$ cat config.mk
export PLATFORM = sky130hd
export DESIGN_NAME = bl_order_gen_mp_flat
export DESIGN_NICKNAME = d
export VERILOG_FILES = /design/src/rtl/bl_order_gen_mp_pkg.sv /design/src/rtl/bl_order_gen_mp_if.sv /design/src/rtl/bl_order_gen_mp_cnt.sv /design/src/rtl/bl_order_gen_mp.sv /design/src/flat_wrapper.sv
export SDC_FILE = /design/constraint.sdc
export NUM_CORES = 1
export LEC_CHECK = 0
export BUFFER_PORTS_ARGS = -buffer_cell sky130_fd_sc_hd__buf_4
export CORE_MARGIN = 2
export CORE_UTILIZATION = 50
export CTS_CLUSTER_SIZE = 24
export DETAILED_ROUTE_END_ITERATION = 12
export HOLD_SLACK_MARGIN = 0.12
export PLACE_DENSITY_LB_ADDON = 0.25
export SLEW_MARGIN = 20
export SYNTH_ARGS = -nofsm -noshare
export SYNTH_HDL_FRONTEND = slang
export SYNTH_SLANG_ARGS = --single-unit
$ cat constraint.sdc
create_clock -name clk -period 2.8 [get_ports clk]
set_input_delay 0.56 -clock clk [delete_from_list [all_inputs] [get_ports clk]]
set_output_delay 0.56 -clock clk [all_outputs]
set_load 0.05 [all_outputs]
$ cat src/rtl/bl_order_gen_mp_pkg.sv
// Shared types and sizing helpers for the baseline order generator.
package xeng_pkg;

  typedef enum logic [1:0] {IDLE = 2'd0, RUN = 2'd1, WAIT = 2'd2} state_t;

  function automatic int log2c(input int v);
    int r;
    r = 0;
    for (int i = 0; i < 31; i++)
      if ((1 << i) < v) r = i + 1;
    return r;
  endfunction

  function automatic int n_taps(input int n_ants);
    return n_ants / 2 + 1;
  endfunction

  function automatic int win_len(input int n_ants, input int n_stokes);
    return n_taps(n_ants) * n_ants * n_stokes;
  endfunction

  function automatic int stk_bits(input int n_stokes);
    return (log2c(n_stokes) < 1) ? 1 : log2c(n_stokes);
  endfunction

  localparam int DEF_N_ANTS   = 10;
  localparam int DEF_N_STOKES = 1;
  localparam int N_TAPS       = n_taps(DEF_N_ANTS);
  localparam int WIN_LEN      = win_len(DEF_N_ANTS, DEF_N_STOKES);

endpackage

$ cat src/rtl/bl_order_gen_mp_if.sv
// Stream-in / label-out bundle for bl_order_gen_mp. Optional bl_idx under BL_ORDER_FLAT_IDX_EN.
interface bl_order_gen_mp_if #(
  parameter int N_ANTS        = 10,
  parameter int N_STOKES      = 1,
  parameter int MCNT_WIDTH    = 48,
  parameter int WIN_CNT_WIDTH = 16
);
  localparam int ANT_BITS = xeng_pkg::log2c(N_ANTS);
  localparam int TAP_BITS = xeng_pkg::log2c(xeng_pkg::n_taps(N_ANTS));
  localparam int STK_BITS = xeng_pkg::stk_bits(N_STOKES);
  localparam int IDX_BITS = xeng_pkg::log2c(xeng_pkg::n_taps(N_ANTS) * N_ANTS);

  logic                     sync;
  logic                     en;
  logic [MCNT_WIDTH-1:0]    mcnt_in;
  logic [ANT_BITS-1:0]      ant_a;
  logic [ANT_BITS-1:0]      ant_b;
  logic [TAP_BITS-1:0]      tap;
  logic [STK_BITS-1:0]      stokes;
  logic                     redundant;
  logic                     first;
  logic                     last;
  logic                     out_vld;
  logic [MCNT_WIDTH-1:0]    mcnt_out;
  logic [WIN_CNT_WIDTH-1:0] win_cnt;
`ifdef BL_ORDER_FLAT_IDX_EN
  logic [IDX_BITS-1:0]      bl_idx;
`endif

  modport master (
    output sync, en, mcnt_in,
    input  ant_a, ant_b, tap, stokes, redundant, first, last, out_vld, mcnt_out, win_cnt
`ifdef BL_ORDER_FLAT_IDX_EN
    , input bl_idx
`endif
  );

  modport slave (
    input  sync, en, mcnt_in,
    output ant_a, ant_b, tap, stokes, redundant, first, last, out_vld, mcnt_out, win_cnt
`ifdef BL_ORDER_FLAT_IDX_EN
    , output bl_idx
`endif
  );
endinterface

$ cat src/rtl/bl_order_gen_mp_cnt.sv
// Three-level wrap counter (stokes innermost, then antenna, then tap).
// Outputs show the effective current element: zero while clr is high.
module bl_nested_cnt #(
  parameter int N_STOKES = 1,
  parameter int N_ANTS   = 10,
  parameter int N_TAPS   = 6,
  parameter int STK_BITS = 1,
  parameter int ANT_BITS = 4,
  parameter int TAP_BITS = 3
) (
  input  logic                clk,
  input  logic                rst_n,
  input  logic                clr,
  input  logic                inc,
  output logic [STK_BITS-1:0] stk,
  output logic [ANT_BITS-1:0] ant,
  output logic [TAP_BITS-1:0] tap,
  output logic                tc
);
  logic [STK_BITS-1:0] stk_q;
  logic [ANT_BITS-1:0] ant_q;
  logic [TAP_BITS-1:0] tap_q;
  logic stk_last, ant_last, tap_last;

  assign stk      = clr ? '0 : stk_q;
  assign ant      = clr ? '0 : ant_q;
  assign tap      = clr ? '0 : tap_q;
  assign stk_last = (stk == STK_BITS'(N_STOKES - 1));
  assign ant_last = (ant == ANT_BITS'(N_ANTS - 1));
  assign tap_last = (tap == TAP_BITS'(N_TAPS - 1));
  assign tc       = stk_last && ant_last && tap_last;

  // Increment is applied on top of the cleared value, so clr+inc lands on element 1.
  always_ff @(posedge clk or negedge rst_n)
    if (!rst_n) begin
      stk_q <= '0;
      ant_q <= '0;
      tap_q <= '0;
    end else if (inc) begin
      stk_q <= stk_last ? '0 : stk + 1'b1;
      if (stk_last) begin
        ant_q <= ant_last ? '0 : ant + 1'b1;
        tap_q <= ant_last ? (tap_last ? '0 : tap + 1'b1) : tap;
      end else begin
        ant_q <= ant;
        tap_q <= tap;
      end
    end else if (clr) begin
      stk_q <= '0;
      ant_q <= '0;
      tap_q <= '0;
    end
endmodule

$ cat src/rtl/bl_order_gen_mp.sv
// Labels each valid xeng output word with baseline, tap, Stokes and window framing.
// Optional flat baseline index output enabled by BL_ORDER_FLAT_IDX_EN.
module bl_order_gen_mp
  import xeng_pkg::*;
#(
  parameter int N_ANTS        = 10,
  parameter int N_STOKES      = 1,
  parameter int MCNT_WIDTH    = 48,
  parameter int WIN_CNT_WIDTH = 16
) (
  input logic            clk,
  input logic            rst_n,
  bl_order_gen_mp_if.slave bus
);
  localparam int NT       = n_taps(N_ANTS);
  localparam int ANT_BITS = log2c(N_ANTS);
  localparam int TAP_BITS = log2c(NT);
  localparam int STK_BITS = stk_bits(N_STOKES);

  state_t state;
  logic [STK_BITS-1:0] stk;
  logic [ANT_BITS-1:0] ant;
  logic [TAP_BITS-1:0] tap;
  logic                tc;
  logic                issue;
  logic [ANT_BITS:0]   sum;
  logic [ANT_BITS-1:0] ant_b_nx;
  logic                red_nx;
  logic                first_nx;

  assign issue = bus.en && (bus.sync || state == RUN);

  bl_nested_cnt #(
    .N_STOKES(N_STOKES), .N_ANTS(N_ANTS), .N_TAPS(NT),
    .STK_BITS(STK_BITS), .ANT_BITS(ANT_BITS), .TAP_BITS(TAP_BITS)
  ) u_cnt (
    .clk(clk), .rst_n(rst_n), .clr(bus.sync), .inc(issue),
    .stk(stk), .ant(ant), .tap(tap), .tc(tc)
  );

  // a + t < 2*N_ANTS, so a single conditional subtract gives the modulus.
  assign sum      = (ANT_BITS+1)'(ant) + (ANT_BITS+1)'(tap);
  assign ant_b_nx = (sum >= (ANT_BITS+1)'(N_ANTS)) ? ANT_BITS'(sum - (ANT_BITS+1)'(N_ANTS))
                                                  : ANT_BITS'(sum);
  assign red_nx   = (N_ANTS % 2 == 0) && (tap == TAP_BITS'(NT - 1)) &&
                    (ant >= ANT_BITS'(N_ANTS / 2));
  assign first_nx = (stk == '0) && (ant == '0) && (tap == '0);

  always_ff @(posedge clk or negedge rst_n)
    if (!rst_n) begin
      state         <= IDLE;
      bus.ant_a     <= '0;
      bus.ant_b     <= '0;
      bus.tap       <= '0;
      bus.stokes    <= '0;
      bus.redundant <= 1'b0;
      bus.first     <= 1'b0;
      bus.last      <= 1'b0;
      bus.out_vld   <= 1'b0;
      bus.mcnt_out  <= '0;
      bus.win_cnt   <= '0;
    end else begin
      if (bus.sync) begin
        state        <= RUN;
        bus.mcnt_out <= bus.mcnt_in;
      end
      if (issue) begin
        bus.ant_a     <= ant;
        bus.ant_b     <= ant_b_nx;
        bus.tap       <= tap;
        bus.stokes    <= stk;
        bus.redundant <= red_nx;
        bus.first     <= first_nx;
        bus.last      <= tc;
        bus.out_vld   <= 1'b1;
        // tc is never set alongside sync, so a restart cannot close a window.
        if (tc) begin
          state       <= WAIT;
          bus.win_cnt <= bus.win_cnt + 1'b1;
        end
      end else begin
        bus.out_vld <= 1'b0;
      end
    end

`ifdef BL_ORDER_FLAT_IDX_EN
  localparam int IDX_BITS = log2c(NT * N_ANTS);
  logic [IDX_BITS-1:0] flat_q;
  logic [IDX_BITS-1:0] flat;

  assign flat = bus.sync ? '0 : flat_q;

  always_ff @(posedge clk or negedge rst_n)
    if (!rst_n) begin
      flat_q     <= '0;
      bus.bl_idx <= '0;
    end else if (issue) begin
      bus.bl_idx <= flat;
      if (tc)
        flat_q <= '0;
      else if (stk == STK_BITS'(N_STOKES - 1))
        flat_q <= flat + 1'b1;
      else
        flat_q <= flat;
    end else if (bus.sync) begin
      flat_q <= '0;
    end
`endif
endmodule
$ cat src/flat_wrapper.sv
// flat-port wrapper written by rule: the top's interface ports become plain ports
module bl_order_gen_mp_flat import xeng_pkg::*;
#(
  parameter int N_ANTS        = 10,
  parameter int N_STOKES      = 1,
  parameter int MCNT_WIDTH    = 48,
  parameter int WIN_CNT_WIDTH = 16
)
  (clk, rst_n, bus_sync, bus_en, bus_mcnt_in, bus_ant_a, bus_ant_b, bus_tap, bus_stokes, bus_redundant, bus_first, bus_last, bus_out_vld, bus_mcnt_out, bus_win_cnt);
  bl_order_gen_mp_if #(.N_ANTS(N_ANTS), .N_STOKES(N_STOKES), .MCNT_WIDTH(MCNT_WIDTH), .WIN_CNT_WIDTH(WIN_CNT_WIDTH)) bus_i ();
  input logic clk;
  input logic rst_n;
  input wire logic [$bits(bus_i.sync)-1:0] bus_sync;
  input wire logic [$bits(bus_i.en)-1:0] bus_en;
  input wire logic [$bits(bus_i.mcnt_in)-1:0] bus_mcnt_in;
  output wire logic [$bits(bus_i.ant_a)-1:0] bus_ant_a;
  output wire logic [$bits(bus_i.ant_b)-1:0] bus_ant_b;
  output wire logic [$bits(bus_i.tap)-1:0] bus_tap;
  output wire logic [$bits(bus_i.stokes)-1:0] bus_stokes;
  output wire logic [$bits(bus_i.redundant)-1:0] bus_redundant;
  output wire logic [$bits(bus_i.first)-1:0] bus_first;
  output wire logic [$bits(bus_i.last)-1:0] bus_last;
  output wire logic [$bits(bus_i.out_vld)-1:0] bus_out_vld;
  output wire logic [$bits(bus_i.mcnt_out)-1:0] bus_mcnt_out;
  output wire logic [$bits(bus_i.win_cnt)-1:0] bus_win_cnt;
  assign bus_i.sync = bus_sync;
  assign bus_i.en = bus_en;
  assign bus_i.mcnt_in = bus_mcnt_in;
  assign bus_ant_a = bus_i.ant_a;
  assign bus_ant_b = bus_i.ant_b;
  assign bus_tap = bus_i.tap;
  assign bus_stokes = bus_i.stokes;
  assign bus_redundant = bus_i.redundant;
  assign bus_first = bus_i.first;
  assign bus_last = bus_i.last;
  assign bus_out_vld = bus_i.out_vld;
  assign bus_mcnt_out = bus_i.mcnt_out;
  assign bus_win_cnt = bus_i.win_cnt;
  bl_order_gen_mp #(.N_ANTS(N_ANTS), .N_STOKES(N_STOKES), .MCNT_WIDTH(MCNT_WIDTH), .WIN_CNT_WIDTH(WIN_CNT_WIDTH)) u_core (.clk(clk), .rst_n(rst_n), .bus(bus_i));
endmodule
==> metrics.md, run 1 <==
| Metric | Value |
|---|---|
| Cells after Synth | 311 |
| Initial Util | about half |
| Post-Syn Nets | 368 |
| Critical path cell sequence | nor2b_2, ha_1, fa_1, xnor2_1, ha_1, o31a_1, a21oi_2, or3_1, nand3_1 |
| Req. time, crit path | 3.08 ns |
| Hold buffer count at CTS | 0 |
| Yosys warns | 0 |
| H-tree Lvls | 3 |
| CTS tree | built |
| Placed cell count | 538 |
| Largest family of logic cells by synthesized area | multiplexers |
| GRT overflow | 0 |
| DP Area | 5027 um^2 |
| Internal power | 2.241 mW |
| Ports | 132 |
| Skew final | 0.01366 ns |
| Setup bufs post-CTS | 0 |
| CP peak stage delay | 0.44 ns |
| Maximum clock path buffer count | 2 |
| Core ar. | 7647 um^2 |
| Worst min path class | in -> async |
| Peak supply drop | between 0.4 and 0.5 mV |
| Via count | between 2k and 3k |
| Fin nets | between 500 and 600 |
| Max Cap Viol | 0 |
| Setup WS post-layout | around 0.38 ns |
| Seq/Total Area, Yosys | 57.51% |
| Remaining DRCs | 0 |
| Clock transition at the registers of the reported paths | around 0.090 ns |
| Mean routed wirelength per cell | 15.05 um |
| Arrival @ worst endpoint | 2.69 ns |
| Relative slew slack | 59.66% |
| Detail Placement HPWL | 6156 um |
| Outcome | finished clean |
| Share of layout cells above drive strength 1 | a little under half |
| Most frequent cells after synthesis | dfrtp_1, mux2_2, nand2_1 |
| Simple-Gate Fraction of Synth Area | 14.22% |
| Setup TNS | 0 ns |
| Placer Congestion | 0.8409 |
| CTS buffer count | 9 |
| Net Sw Power | 0.9181 mW |
| PD cells | 599.3 nW/um^2 |
| Adder-Cell Fraction of Synth Area | 2.045% |
| DR pass1 iterations | 4 |
| Kind of critical path | reg -> reg |
| Largest net degree at the start of global routing | 48 |
| Detail Route Antenna Nets | 0 |
| Post-synth top area share | 57.51% |
| Count of cell types in the netlist | 48 |
| Layout overhead on the synthesized area | 34.60% |
| Fin area | 5271 um^2 |
| Final Hold Viols | 0 |
| Clock Tree Root | clkbuf_8 |
| Min Tclk post-route | roughly 2.4 ns |
| Filler cells | 565 |
| Row count | 32 |
| Fmax | 413.8 MHz |
| # diodes | 0 |
| Via density | between 5 and 6 |
| Skew-Pair Late Insertion Delay | 0.34 ns |
| Ys flop type | dfrtp_1 |
| Slew of the pin with the lowest slew margin | 0.6052 ns |
| Switching share of power | 29.06% |
| Reg power frac | 45.5% |
| Post-Synth XOR/XNOR Area | under 10% |
| Pre-CTS WS | between 0.1 and 0.15 ns |
| Clock share of power | 33.5% |
| Die width | 92.50 um |
| Final non-filler cell total | 554 |
| CTS resizes | 0 |
| Total power | ~3.2 mW |
| Most frequent cell after synthesis | dfrtp_1 |
| First-pass GRT wire length | 13790 um |
| Synth top area cells | dfrtp_1, mux2_2, nand2_1 |
| IO buf count | approximately 130 |
| Crit. End Element | flip-flop |
| Yosys top cell by area | dfrtp_1 |
| Ys async rst share | 100.0% |
| Combinational share of power | 21.0% |
| Full die area | 8556 um^2 |
| Clock Sinks | 90 |
| Static leakage | around 2.6 nW |
| Final setup fails | 0 |
| Syn Area/Cell | approximately 13 um^2 |
| Initial antenna violation count | 0 |
| Final Slew Violations | 0 |
| Mux share of post-synthesis cell area | 15.37% |
| RSZ-0062 raised after global routing | no |
| Final period util | a little under nine tenths |
| Highest-delay cell along the critical path | fa_1 |
| Detailed-route wire length | 8340 um |
| Synthesized cell area | 3916 um^2 |
| Initial drt markers | 84 |
| Gr usage total | 20.11% |
| Crit path launch type | flip-flop |
| Crit-path max FO | 4 |
| #FFs+latches synth | 90 |
| Die Ht | 92.50 um |
| Post-synth EDFFs | 0 |
| Compound-Gate Fraction of Synth Area | under 10% |
| Most frequent CP cell | ha_1 |
| Vias in the first global route | roughly 2.9k |
[metrics by stage]
stage	util, %	hold slack, ns
4_1_cts	68.93	0.2325
2_1_floorplan	-	0.2644
3_5_place_dp	65.74	0.4651
3_3_place_gp	65.74	0.4600
5_1_grt	68.93	0.2403
6_report	68.93	0.2120
[kinds of logic (layout without fill, tap and decap cells)]
| group | after synthesis | count (layout) |
|---|---|---|
| simple gates | 98 | 98 |
| flops | 90 | 90 |
| mux | 54 | 54 |
| buf+inv | 22 | 163 |
| compound gates | 21 | 21 |
| xor+xnor | 20 | 20 |
| fa+ha+maj | 6 | 6 |
[flip-flops by register name, indices dropped and copies added (netlist names), 2 cells and up]
signal and count:
u_core.bus.ant_a 4, u_core.bus.ant_b 4, u_core.bus.mcnt_out 48, u_core.bus.tap 3
u_core.bus.win_cnt 16, u_core.state 2, u_core.u_cnt.ant_q 4, u_core.u_cnt.tap_q 3
[routing by layer]
layer	track usage, %	vias to the layer above	wire, um
met5	0	-	0
met4	5.846	0	65
met3	7.567	8	714
met2	31.87	103	4143
met1	25.93	1382	3416
li1	-	1330	-
[cells in the final DEF (no fill, tap or decap), drive strengths merged, types with 3 or more instances in the layout]
| cell | n |
|---|---|
| xor2 | 8 |
| nor3 | 4 |
| o21ai | 9 |
| and3 | 3 |
| mux2i | 5 |
| ha | 4 |
| clkbuf | 12 |
| dfrtp | 90 |
| bufinv | 3 |
| mux2 | 49 |
| nand3 | 9 |
| a31oi | 3 |
| nand2b | 3 |
| nand2 | 37 |
| nand4 | 3 |
| nor2 | 20 |
| a21oi | 3 |
| xnor2 | 11 |
| nor2b | 7 |
| buf | 138 |
| inv | 9 |
[power groups by stage]
stage | sequential, mW | clock [mW] | combinational [mW]
after detailed placement | 1.46 | 0 | 0.669
after CTS | 1.44 | 1.08 | 0.670
final | 1.44 | 1.06 | 0.663
after global placement | 1.46 | 0 | 0.659
after global routing | 1.45 | 1.14 | 0.697
after floorplan | 1.74 | 0 | 0.137
[worst max-delay path, delay by kind of cell (launching register included)]
family          cells  cell delay, ns
compound gates      2            0.21
xor+xnor            1            0.24
fa+ha+maj           3            0.87
flops               1            0.42
simple gates        3            0.62
[path summary, 6_finish.rpt]
path                                                    start                                  end  slack (ns)  cells past startpoint
hold / removal                                          rst_n   u_core.bus.mcnt_out[5]$_DFFE_PN0P_        0.21                      1
max in group asynchronous                               rst_n  u_core.bus.mcnt_out[40]$_DFFE_PN0P_        1.92                      2
hold reg to reg            u_core.bus.win_cnt[15]$_DFFE_PN0P_   u_core.bus.win_cnt[15]$_DFFE_PN0P_        0.48                      1
setup / recovery              u_core.u_cnt.ant_q[0]$_DFF_PN0_      u_core.bus.ant_b[2]$_DFFE_PN0P_        0.38                      9
setup reg to reg              u_core.u_cnt.ant_q[0]$_DFF_PN0_      u_core.bus.ant_b[2]$_DFFE_PN0P_        0.38                      9
min in group clk                                       bus_en      u_core.bus.ant_a[0]$_DFFE_PN0P_        0.44                      2
[final cells by class]
cell class	count	area, um^2	area share [%]
well taps	102	127.6	2.421
flip-flops and latches	90	2252	42.72
clock buffers	12	145.1	2.753
multi-input cells	199	1565	29.69
inverters	9	33.78	0.6409
clock inverters	4	98.84	1.875
repair buffers	138	1049	19.89
Power figures use the tool's default switching activity.
==> run 2, diff against run 1 <==
Settings changed: ABC_AREA set to 1, CORE_UTILIZATION 50 to 51.
==> run 2 against run 1 <==
Compared with the run above: non-clock buffer count grew 1; clock power decreased by 25%; first-iteration DRC count rose to 2.8 times the previous value; critical path depth increased by 5; critical endpoint unchanged; highest routed layer unchanged.
==> metrics.md, run 2 <==
| Metric | Value |
|---|---|
| Static leakage | 2.959 nW (was 2.592 nW) |
| Detail Route Antenna Nets | 0 (unchanged) |
| Final Slew Violations | 0 (unchanged) |
| Req. time, crit path | 3.04 ns (was 3.08 ns) |
| Layout overhead on the synthesized area | 31.22% (was 34.60%) |
| R2R depth | 14 (was 9) |
| Most frequent cell after synthesis | nand2_1 (was dfrtp_1) |
| Ports | 132 (unchanged) |
| Final Hold Viols | 0 (unchanged) |
| Synth top area cells | dfrtp_1, nand2_1, inv_1 (was dfrtp_1, mux2_2, nand2_1) |
| CTS resizes | 0 (unchanged) |
| Fin area | 5338 um^2 (was 5271 um^2) |
| Reg-to-reg critical path startpoint | u_core.u_cnt.tap_q[0]$_DFF_PN0_ (was u_core.u_cnt.ant_q[0]$_DFF_PN0_) |
| Worst min path class | in -> async (unchanged) |
| CTS tree | built (unchanged) |
| DP Area | 5159 um^2 (was 5027 um^2) |
| Biggest register | u_core.bus.mcnt_out (unchanged) |
| Adder-Cell Fraction of Synth Area | 1.723% (was 2.045%) |
| Post-synth EDFFs | 0 (unchanged) |
| Final core occ | 69.07% (was 68.93%) |
| Synthesized cell area | 4068 um^2 (was 3916 um^2) |
| Fmax | 429.3 MHz (was 413.8 MHz) |
| First-pass GRT wire length | 15860 um (was 13790 um) |
| Worst hold slack | 0.2161 ns (was 0.2120 ns) |
| Core ar. | 7727 um^2 (was 7647 um^2) |
| Highest-delay cell along the critical path | dfrtp_1 (was fa_1) |
| Max reg flops | 48 (unchanged) |
| Yosys warns | 0 (unchanged) |
| H-tree Lvls | 3 (unchanged) |
| Arrival @ worst endpoint | 2.57 ns (was 2.69 ns) |
| Setup bufs post-CTS | 0 (unchanged) |
| Relative slew slack | 61.26% (was 59.66%) |
| Initial drt markers | 237 (was 84) |
| Mux share of post-synthesis cell area | 0% (was 15.37%) |
| Initial antenna violation count | 0 (unchanged) |
| Hold buffer count at CTS | 0 (unchanged) |
| Mean routed wirelength per cell | 13.37 um (was 15.05 um) |
| Commonest non-fill, non-tap cell in the layout | nand2_1 (was buf_4) |
| Final period util | 83.20% (was 86.32%) |
| R2R Setup Slk | 0.47 ns (was 0.38 ns) |
| Crit path launch type | flip-flop (unchanged) |
| Pre-CTS WS | 0.1651 ns (was 0.1480 ns) |
| # diodes | 0 (unchanged) |
| Gr usage total | 23.03% (was 20.11%) |
| Max Cap Viol | 0 (unchanged) |
| Post-Synth XOR/XNOR Area | 3.230% (was 4.856%) |
| Most frequent CP cell | nand2_1 (was ha_1) |
| Clock transition at the registers of the reported paths | 0.09 ns (about the same) |
| Most frequent cells in the layout | nand2_1, buf_4, dfrtp_1 (was buf_4, dfrtp_1, mux2_2) |
| Final setup fails | 0 (unchanged) |
| Peak supply drop | 0.3301 mV (was 0.4174 mV) |
| Die width | 93.31 um (was 92.50 um) |
| Most frequent cells after synthesis | nand2_1, dfrtp_1, inv_1 (was dfrtp_1, mux2_2, nand2_1) |
| RSZ-0062 raised after global routing | no (unchanged) |
| Skew final | 0.01158 ns (was 0.01366 ns) |
| DR pass1 iterations | 5 (was 4) |
| Full die area | 8706 um^2 (was 8556 um^2) |
| Min Tclk post-route | 2.330 ns (was 2.417 ns) |
| Setup TNS | 0 ns (unchanged) |
| Ys async rst share | 100.0% (unchanged) |
| Largest net degree at the start of global routing | 52 (was 48) |
| Slew of the pin with the lowest slew margin | 0.5812 ns (was 0.6052 ns) |
| Via density | 4.871 (was 5.096) |
| Simple-Gate Fraction of Synth Area | 30.98% (was 14.22%) |
| Reg-to-Reg End | u_core.bus.ant_b[2]$_DFFE_PN0P_ (unchanged) |
| Row count | 32 (unchanged) |
| Critical path cell sequence | nand2_4, inv_1, ha_1, fa_1, inv_1, nand3_1, and2_1, ha_1, nand2_1, nand2_2, nand2_2, nand2_1, nand3_1, nand2_1 (was nor2b_2, ha_1, fa_1, xnor2_1, ha_1, o31a_1, a21oi_2, or3_1, nand3_1) |
| Clock Sinks | 90 (unchanged) |
| Largest regs | u_core.bus.mcnt_out x48, u_core.bus.win_cnt x16 (unchanged) |
| Maximum clock path buffer count | 2 (unchanged) |
| Skew-Pair Late Insertion Delay | 0.34 ns (about the same) |
| Yosys top cell by area | dfrtp_1 (unchanged) |
| Clock Tree Root | clkbuf_8 (unchanged) |
| Ys flop type | dfrtp_1 (unchanged) |
| CP peak stage delay | 0.40 ns (was 0.44 ns) |
| Detail Placement HPWL | 7165 um (was 6156 um) |
| Vias in the first global route | 3458 (was 2932) |
| Cells after Synth | 474 (was 311) |
| Post-synth top area share | 55.37% (was 57.51%) |
| Via count | 3473 (was 2823) |
| Kind of critical path | reg -> reg (unchanged) |
| Setup WS post-layout | 0.4705 ns (was 0.3832 ns) |
| Detailed-route wire length | 9533 um (was 8340 um) |
| Share of layout cells above drive strength 1 | 29.30% (was 46.90%) |
| Seq/Total Area, Yosys | 55.37% (was 57.51%) |
| Placer Congestion | 0.9269 (was 0.8409) |
| Crit-path max FO | 6 (was 4) |
| GRT overflow | 0 (unchanged) |
| IO buf count | 131 (unchanged) |
| Syn Area/Cell | 8.582 um^2 (was 12.59 um^2) |
| Die Ht | 93.31 um (was 92.50 um) |
| Count of cell types in the netlist | 36 (was 48) |
| Outcome | finished clean (unchanged) |
| Fin nets | 664 (was 504) |
| Initial Util | 52.64% (was 51.21%) |
| Compound-Gate Fraction of Synth Area | 3.414% (was 3.482%) |
| #FFs+latches synth | 90 (unchanged) |
| Crit. End Element | flip-flop (unchanged) |
| CTS buffer count | 9 (unchanged) |
| PD cells | 530.7 nW/um^2 (was 599.3 nW/um^2) |
| Post-Syn Nets | 531 (was 368) |
| Remaining DRCs | 0 (unchanged) |
| Largest family of logic cells by synthesized area | simple AND/OR/NAND/NOR gates (was multiplexers) |
## run 2: metrics by stage
| stage | instances | power [mW] |
|---|---|---|
| 2_1_floorplan | 474 | 1.822 |
| 3_3_place_gp | 698 | 2.058 |
| 4_1_cts | 713 | 2.860 |
| 6_report | 713 | 2.833 |
| 5_1_grt | 713 | 2.974 |
| 3_5_place_dp | 698 | 2.069 |
## run 2: power breakdown
part	total [mW]	switching, mW	internal, mW	leakage [nW]
clock network	0.795	0.448	0.346	0.0845
logic	0.616	0.427	0.190	1.76
registers	1.42	0.0458	1.38	1.12
## run 2: worst max path at each step
stage,startpoint,to,slack (ns)
finish,u_core.u_cnt.tap_q[0]$_DFF_PN0_,u_core.bus.ant_b[2]$_DFFE_PN0P_,0.47
detailed placement,bus_sync,u_core.bus.ant_b[2]$_DFFE_PN0P_,0.17
global placement,bus_sync,u_core.bus.ant_b[2]$_DFFE_PN0P_,0.29
CTS,u_core.u_cnt.tap_q[0]$_DFF_PN0_,u_core.bus.ant_b[2]$_DFFE_PN0P_,0.49
global route,u_core.u_cnt.tap_q[0]$_DFF_PN0_,u_core.bus.ant_b[2]$_DFFE_PN0P_,0.28
floorplan,bus_sync,u_core.bus.ant_b[1]$_DFFE_PN0P_,0.23
## run 2: worst max-delay path, delay by kind of cell (launching register included)
family	cells	cell delay, ns
flops	1	0.40
fa+ha+maj	3	0.85
simple gates	9	0.84
buf+inv	2	0.15
## run 2: metal layers
| metal | part of all wire (%) | track usage [%] | up-vias |
|---|---|---|---|
| li1 | - | - | 1734 |
| met1 | 43 | 30.84 | 1599 |
| met2 | 48 | 36.87 | 130 |
| met3 | 8.3 | 6.769 | 10 |
| met4 | 1.0 | 6.127 | 0 |
| met5 | 0 | 0 | - |
## run 2: final cells by class
| class | count | area (um^2) |
|---|---|---|
| fill | 639 | 2390 |
| sequential | 90 | 2252 |
| multi-input combinational | 335 | 1600 |
| timing repair buffer | 139 | 1056 |
| clock buffer | 10 | 137.6 |
| tap | 102 | 127.6 |
| inverter | 32 | 122.6 |
| clock inverter | 5 | 41.29 |
## run 2: cell families after synthesis
family          after synthesis
compound gates               25
xor+xnor                     15
fa+ha+maj                     5
buf+inv                      49
flops                        90
simple gates                290
